$ cat src/rtl/rc5_pkg.sv
// rtl/rc5_pkg.sv - RC5-32/12 shared constants, key table, rotate helper and FSM states
package rc5_pkg;

    localparam int WORD_W = 32;
    localparam int ROUNDS = 12;

    typedef enum logic [1:0] {
        IDLE = 2'd0,
        RUN  = 2'd1,
        DONE = 2'd2
    } state_t;

    // Shared with the decryption core so both directions always use identical keys.
    localparam logic [WORD_W-1:0] S [2:25] = '{
        32'h46F8E8C5, 32'h460C6085, 32'h70F83B8A, 32'h284B8303,
        32'h513E1454, 32'hF621ED22, 32'h3125065D, 32'h11A83A5D,
        32'hD427686B, 32'h713AD82D, 32'h4B792F99, 32'h2799A4DD,
        32'hA7901C49, 32'hDEDE871A, 32'h36C03196, 32'hA7EFC249,
        32'h61A78BB8, 32'h3B0A1D2B, 32'h4DBFCA76, 32'hAE162167,
        32'h30D76B0A, 32'h43192304, 32'hF6CC1431, 32'h65046380
    };

    function automatic logic [WORD_W-1:0] rotl(input logic [WORD_W-1:0] word,
                                               input logic [4:0]        amt);
        logic [2*WORD_W-1:0] t;
        t = {word, word} << amt;
        return t[2*WORD_W-1:WORD_W];
    endfunction

    // Returns {S[2r], S[2r+1]}; round values outside 1..12 yield zero keys.
    function automatic logic [2*WORD_W-1:0] round_keys(input logic [3:0] rnd);
        logic [2*WORD_W-1:0] keys;
        keys = '0;
        for (int i = 1; i <= ROUNDS; i++) begin
            if (rnd == 4'(i)) begin
                keys = {S[2*i], S[2*i+1]};
            end
        end
        return keys;
    endfunction

endpackage

$ cat src/rtl/rc5_enc_round.sv
// rtl/rc5_enc_round.sv - one combinational RC5 encryption round
module rc5_enc_round
    import rc5_pkg::*;
(
    input  logic [WORD_W-1:0] a,
    input  logic [WORD_W-1:0] b,
    input  logic [WORD_W-1:0] ka,
    input  logic [WORD_W-1:0] kb,
    output logic [WORD_W-1:0] a_n,
    output logic [WORD_W-1:0] b_n
);

    // The B half rotates by the freshly computed A, not the registered one.
    always_comb begin
        a_n = rotl(a ^ b, b[4:0]) + ka;
        b_n = rotl(b ^ a_n, a_n[4:0]) + kb;
    end

endmodule

$ cat src/rtl/rc5_encoder.sv
// rtl/rc5_encoder.sv - iterative RC5-32/12 encryptor, one round per clock
module rc5_encoder
    import rc5_pkg::*;
(
    input  logic                clk,
    input  logic                rst,
    input  logic                in_valid,
    output logic                in_ready,
    input  logic [2*WORD_W-1:0] d_in,
    output logic                out_valid,
    input  logic                out_ready,
    output logic [2*WORD_W-1:0] d_out
);

    state_t              state_q;
    state_t              state_n;
    logic [3:0]          round_q;
    logic [WORD_W-1:0]   a_q;
    logic [WORD_W-1:0]   b_q;
    logic [WORD_W-1:0]   a_n;
    logic [WORD_W-1:0]   b_n;
    logic [2*WORD_W-1:0] keys;
    logic                last_round;

    assign keys       = round_keys(round_q);
    assign last_round = (round_q == 4'(ROUNDS));

    rc5_enc_round u_round (
        .a   (a_q),
        .b   (b_q),
        .ka  (keys[2*WORD_W-1:WORD_W]),
        .kb  (keys[WORD_W-1:0]),
        .a_n (a_n),
        .b_n (b_n)
    );

    always_ff @(posedge clk or negedge rst) begin
        if (!rst) begin
            state_q <= IDLE;
        end else begin
            state_q <= state_n;
        end
    end

    always_comb begin
        state_n   = state_q;
        in_ready  = 1'b0;
        out_valid = 1'b0;
        case (state_q)
            IDLE: begin
                in_ready = 1'b1;
                if (in_valid) begin
                    state_n = RUN;
                end
            end
            RUN: begin
                if (last_round) begin
                    state_n = DONE;
                end
            end
            DONE: begin
                out_valid = 1'b1;
                if (out_ready) begin
                    state_n = IDLE;
                end
            end
            default: state_n = IDLE;
        endcase
    end

    // Datapath: load on accept, iterate in RUN, capture the final round into d_out.
    always_ff @(posedge clk or negedge rst) begin
        if (!rst) begin
            round_q <= 4'd0;
            a_q     <= '0;
            b_q     <= '0;
            d_out   <= '0;
        end else begin
            case (state_q)
                IDLE: begin
                    if (in_valid) begin
                        a_q     <= d_in[2*WORD_W-1:WORD_W];
                        b_q     <= d_in[WORD_W-1:0];
                        round_q <= 4'd1;
                    end
                end
                RUN: begin
                    a_q <= a_n;
                    b_q <= b_n;
                    if (last_round) begin
                        d_out   <= {a_n, b_n};
                        round_q <= 4'd0;
                    end else begin
                        round_q <= round_q + 4'd1;
                    end
                end
                default: ;
            endcase
        end
    end

endmodule

$ cat config.mk
export PLATFORM = sky130hd
export DESIGN_NAME = rc5_encoder
export DESIGN_NICKNAME = d
export VERILOG_FILES = /design/src/rtl/rc5_pkg.sv /design/src/rtl/rc5_enc_round.sv /design/src/rtl/rc5_encoder.sv
export SDC_FILE = /design/constraint.sdc
export NUM_CORES = 1
export LEC_CHECK = 0
export CAP_MARGIN = 10
export CORE_MARGIN = 5
export CORE_UTILIZATION = 61
export CTS_BUF_LIST = sky130_fd_sc_hd__clkbuf_4
export CTS_CLUSTER_SIZE = 10
export DETAILED_ROUTE_END_ITERATION = 6
export PLACE_DENSITY_LB_ADDON = 0.08
export SETUP_SLACK_MARGIN = 0.5
export SLEW_MARGIN = 0
export SYNTH_ARGS = -nofsm -noshare
export SYNTH_HDL_FRONTEND = slang
export SYNTH_SLANG_ARGS = --single-unit
$ cat constraint.sdc
create_clock -name clk -period 10.7 [get_ports clk]
set_input_delay 1.07 -clock clk [delete_from_list [all_inputs] [get_ports clk]]
set_output_delay 1.07 -clock clk [all_outputs]
set_load 0.02 [all_outputs]
==> qor.txt, run 1 <==
# setup viols final: 0
worst r2r path cells: 34
share of post-route cells with drive strength above 1: 10.6%
setup slack, reg-to-reg: 780 ps
most frequent cells in the layout: nand2_1, nor2_1, o21ai_0, a21oi_1, dfrtp_1
WL final: 59200 um
die area: 0.0276 sq mm
critical path's largest stage delay: 540 ps
DP Wirelength: 46200 um
vias per cell: 7.01
period utilization: 92.7%
gr ovfl total: 0
worst min path class: in2async
EDFF count, synth: 0
Layout fillers: 2011
Clock Tree Buf Depth: 2
final hold violations: 0
Num CTS Buffers: 17
Unique masters post-synth: 81
max_cap viols: 0
nets@finish: 2061
Synth top area share: 22.6%
Top FF cell, synth: dfrtp_1
Setup crit end kind: register
Setup crit start kind: register
RR Startpoint: round_q[0]$_DFFE_PN0P_
DRT iter0 DRCs: 2783
sequential share of the synthesized area: 22.6%
reg2reg end: b_q[31]$_DFFE_PN0P_
largest cells by area after synthesis: dfrtp_1, mux2i_1, mux4_2, nand2_1, o21ai_0
CP Launch Point: round_q[0]$_DFFE_PN0P_
first-pass GRT wire length: 88100 um
vias in the first global route: 14.6k
die width: 166 um
CP max stage cell: xnor3_1
CTS Hold Bufs: 0
Pins Over Slew Limit: 0
IO Count: 134
Detailed Routing Iterations Pass 1: 7
H-tree depth: 4
critical path type: reg2reg
DIE HEIGHT: 166 um
DRC viols: 54
WP data required: 11240 ps
Cells after Synth: 1865
Buffers on Ports: 133
Global Route Usage Sum: 41.0%
status: complete, but fails checks
Syn Area/Cell: 7.97 sq um
clk_lat worst skew: 640 ps
Slew @ Worst Pin: 1080 ps
Setup crit end: b_q[31]$_DFFE_PN0P_
CTS tree: done
CTS Root Cell: clkbuf_4
Final ANT Viol Nets: 0
Worst-path clk slew: 190 ps
Setup TNS Final: 0 ps
Final min period: 9920 ps
post-synth top area cell: dfrtp_1
initial core utilization: 61.4%
Synth Warn #: 0
FP Rows: 57
Area Growth Syn to Fin: 13.0%
failing checks: design-rule violations
antenna violations before repair: 2
clock sinks: 134
pin count of the biggest net entering global routing: 100
RePlAce Congestion: 1.16
crit path max fanout: 22
Placeable Area: 0.0242 sq mm
Synth async-reset ratio: 100%
RSZ-0062 raised after global routing: false
via count: 15.9k
worst rel slew slack: 28.2%
Crit path top cell by count: nor2_1
most common cell after layout, fill and taps aside: nand2_1
Arr. time, crit path: 10460 ps
Post-Syn Nets: 2002
Worst Skew: 45.6 ps
DR WL/cell: 26.2 um
Cell Area, Synth: 0.0149 sq mm
#FFs+latches synth: 134
Fmax: 101 MHz
==> cell usage after synthesis (7+ instances only) <==
master    count
a211oi_1     17
a21boi_0      7
a21o_1       30
a21oi_1     167
a31oi_1      29
and3_1       12
buf_1        19
clkbuf_1    106
dfrtp_1     134
ha_1         67
inv_1        37
mux2_2       57
mux2i_1     107
mux4_2       43
nand2_1     250
nand3_1      31
nand4_1      12
nor2_1      194
nor2b_1      10
nor3_1       25
o211ai_1     12
o21a_1       17
o21ai_0     182
o21bai_1     13
o22ai_1      14
o31a_1        8
o31ai_1      23
or2_2         7
xnor2_1      70
xnor3_1       9
xor2_1       42
==> per-layer routing <==
| layer | global-route usage (%) | part of all wire, % | vias up | wire [um] |
|---|---|---|---|---|
| met4 | 22.8 | 7.7 | 2 | 4580 |
| met3 | 12.4 | 14 | 285 | 8110 |
| met2 | 60.8 | 42 | 1262 | 24600 |
| met1 | 53.7 | 37 | 7422 | 21900 |
| li1 | - | - | 6900 | - |
| met5 | 0 | 0.022 | - | 13 |
==> per-stage QoR <==
stage / cell area [sq um] / instances / util [%] / setup slack (ps) / hold slack [ps]
final: 16800 / 2263 / 69.4 / 779 / 352
after global routing: 16800 / 2262 / 69.4 / 511 / 399
after CTS: 16800 / 2260 / 69.3 / 1030 / 397
after detailed placement: 16400 / 2228 / 68.0 / 1080 / 469
after global placement: 16400 / 2228 / 68.0 / 1300 / 462
after floorplan: 14900 / 1865 / - / 2160 / 470
==> critical path, delay by kind of cell, from the launching register on <==
kind            cells  cell delay [ps]
compound gates     19             5190
xor+xnor            2              960
fa+ha+maj           3              990
buf+inv             3              710
flops               1              430
mux                 2              710
simple gates        5              820
==> layout make-up <==
class | count | area [sq um] | share of cell area, %
antenna | 2 | 5.00 | 0.0298
inverter | 40 | 153 | 0.910
tap | 324 | 405 | 2.42
timing repair buffer | 172 | 1620 | 9.67
multi-input combinational | 1559 | 10900 | 65.0
clock inverter | 15 | 200 | 1.19
clock buffer | 17 | 128 | 0.761
sequential | 134 | 3350 | 20.0
==> what timing repair did <==
action | in CTS | in global routing
setup buffers | 0 | 0
endpoints found under the setup margin | 0 | 8
resized for setup | 0 | 4
==> how the worst min path moves through the flow <==
stage	from	to	slack, ps	cells after the start
CTS	rst	d_out[52]$_DFFE_PN0P_	400	1
finish	rst	d_out[54]$_DFFE_PN0P_	350	1
global route	rst	b_q[0]$_DFFE_PN0P_	400	1
detailed placement	d_out[51]$_DFFE_PN0P_	d_out[51]$_DFFE_PN0P_	470	2
global placement	d_out[45]$_DFFE_PN0P_	d_out[45]$_DFFE_PN0P_	460	2
floorplan	a_q[15]$_DFFE_PN0P_	a_q[15]$_DFFE_PN0P_	470	2
==> flip-flops by register name, indices dropped and copies added (netlist names) <==
register / count
a_q: 32
b_q: 32
round_q: 4
state_q: 2
d_out: 64
==> cell families after synthesis <==
| logic type | after synthesis | share of synthesized area, % |
|---|---|---|
| multiplexers | 207 | 18.0 |
| AO/OA/AOI/OAI | 591 | 24.5 |
| flip-flops | 134 | 22.6 |
| AND/OR/NAND/NOR | 568 | 16.1 |
| XOR/XNOR | 124 | 8.45 |
| buffers and inverters | 172 | 4.42 |
| adder cells (fa/ha/maj) | 69 | 5.91 |
Power of run 1 is left out: the tool's default activity adds up to more than one toggle a clock period on the data nets, which glitch-free logic cannot reach.
==> run 2, diff against run 1 <==
CTS_CLUSTER_DIAMETER = 100   (was not set)
SLEW_MARGIN = not set   (was 0)
clock period = 10.85 ns   (was 10.7 ns; I/O delays follow)
==> run 2 against run 1 <==
  * The run still ends with design-rule violations left
  * Fmax up 1.5%
  * Non-clock buffer count up 6
  * Clock-buffer cell count is the same
  * Utilization grew 0.15 points
  * Final area increased by 0.22%
  * Via count is 0.45% higher
  * Clock skew up 13 ps
  * Register-to-register slack better by 300 ps
==> qor.txt, run 2 (synthesis gave the netlist of run 1 again) <==
failing checks: design-rule violations
nets@finish: 2067 (+0.29%)
die area: 0.0276 sq mm (unchanged)
worst rel slew slack: 25.5% (-2.8 points)
IO Count: 134 (unchanged)
most frequent cells in the layout: nand2_1, nor2_1, o21ai_0, a21oi_1, dfrtp_1
Buffers on Ports: 133 (unchanged)
CTS Hold Bufs: 0 (unchanged)
Final ANT Viol Nets: 0 (unchanged)
post-place setup slack: 1380 ps (+305 ps)
Area Growth Syn to Fin: 13.2%
vias per cell: 7.03 (+0.19%)
# Post-CTS Setup Buffers: 0 (unchanged)
first-pass GRT wire length: 91100 um (+3.3%)
H-tree depth: 4 (unchanged)
WP data required: 11410 ps (+170 ps)
final hold violations: 0 (unchanged)
critical path type: reg2reg
via count: 15.9k (+0.45%)
final worst slack: 1080 ps (+299 ps)
RSZ-0062 raised after global routing: false
DIE HEIGHT: 166 um (unchanged)
Final min period: 9770 ps (-149 ps)
Fmax: 102 MHz (+1.5%)
critical path's largest stage delay: 1020 ps (+480 ps)
CP max stage cell: dfrtp_1
status: complete, but fails checks
RR Startpoint: b_q[3]$_DFFE_PN0P_
Min Hold Slack: 496 ps (+143 ps)
Post-CTS Resized: 0 (unchanged)
clk_lat worst skew: 620 ps (-20 ps)
RePlAce Congestion: 1.12 (-2.9%)
Worst Hold Launch: d_out[59]$_DFFE_PN0P_
Global Route Usage Sum: 42.5% (+1.5 points)
Setup crit end kind: register
clock sinks: 134 (unchanged)
Most flops, register: d_out
WL final: 60600 um (+2.4%)
Arr. time, crit path: 10330 ps (-130 ps)
share of post-route cells with drive strength above 1: 10.8% (+0.17 points)
die width: 166 um (unchanged)
initial core utilization: 61.4% (unchanged)
DRC viols: 4 (-93%)
Placeable Area: 0.0242 sq mm (unchanged)
pin count of the biggest net entering global routing: 100 (unchanged)
period utilization: 90.1% (-2.7 points)
max FFs per register: 64 (unchanged)
CTS tree: done
Clock Tree Buf Depth: 2 (unchanged)
DP Wirelength: 47000 um (+1.7%)
crit path max fanout: 26 (+18%)
# setup viols final: 0 (unchanged)
DRT iter0 DRCs: 2289 (-18%)
gr ovfl total: 0 (unchanged)
FP Rows: 57 (unchanged)
most common cell after layout, fill and taps aside: nand2_1
CP Launch Point: b_q[3]$_DFFE_PN0P_
Worst Skew: 58.1 ps (+12.5 ps)
Detailed Routing Iterations Pass 1: 7 (unchanged)
Worst-path clk slew: 200 ps (about the same)
Setup TNS Final: 0 ps (unchanged)
top flop regs: d_out x64, a_q x32, b_q x32
CTS Root Cell: clkbuf_4
Pins Over Slew Limit: 0 (unchanged)
Layout fillers: 1932 (-3.9%)
DR WL/cell: 26.7 um (+2.1%)
Slew @ Worst Pin: 1120 ps (+41.4 ps)
max_cap viols: 0 (unchanged)
Crit path top cell by count: a21oi_1
antenna violations before repair: 3 (+1)
Num CTS Buffers: 17 (unchanged)
Setup crit start kind: register
worst min path class: reg2reg
vias in the first global route: 15.0k (+3.0%)
==> run 2: worst paths after layout <==
kind                       slack [ps]  cells after the start                    end
setup / recovery                 1080                     33    b_q[31]$_DFFE_PN0P_
hold / removal                    500                      2  d_out[59]$_DFFE_PN0P_
setup reg to reg                 1080                     33    b_q[31]$_DFFE_PN0P_
hold reg to reg                   500                      2  d_out[59]$_DFFE_PN0P_
max in group asynchronous        9010                      2  d_out[24]$_DFFE_PN0P_
min in group asynchronous         530                      1  d_out[58]$_DFFE_PN0P_
==> run 2: per-stage QoR <==
| step | instances | utilization (%) | instance area (sq um) |
|---|---|---|---|
| after floorplan | 1865 | - | 14900 |
| after global placement | 2235 | 68.2 | 16500 |
| after detailed placement | 2235 | 68.2 | 16500 |
| after CTS | 2267 | 69.5 | 16800 |
| after global routing | 2268 | 69.5 | 16800 |
| final | 2269 | 69.6 | 16800 |
==> run 2: final cells by class <==
type	count	area, sq um	area share [%]
Clock inverter	15	200	1.19
Sequential cell	134	3350	19.9
Timing Repair Buffer	178	1670	9.93
Inverter	40	150	0.893
Multi-Input combinational cell	1559	10900	64.8
Clock buffer	17	128	0.759
Antenna cell	2	5.00	0.0298
Tap cell	324	405	2.41
==> run 2: metal layers <==
| layer | track usage [%] | wire (um) | up-vias | share of wire, % |
|---|---|---|---|---|
| met5 | 0 | 7 | - | 0.012 |
| met4 | 27.8 | 5180 | 2 | 8.6 |
| met3 | 13.1 | 8210 | 301 | 14 |
| met2 | 63.0 | 25500 | 1256 | 42 |
| met1 | 53.8 | 21700 | 7483 | 36 |
| li1 | - | - | 6901 | - |
==> run 2: worst max-delay path, delay by kind of cell (launching register included) <==
kind | cells | cell delay (ps)
AOI/OAI and AO/OA | 18 | 4500
xor gates and xnor gates | 3 | 1010
adders and majority gates | 3 | 1200
DFF | 1 | 1020
muxes | 4 | 1330
and+or+nand+nor | 5 | 680
Power of run 2 is left out for the same reason.
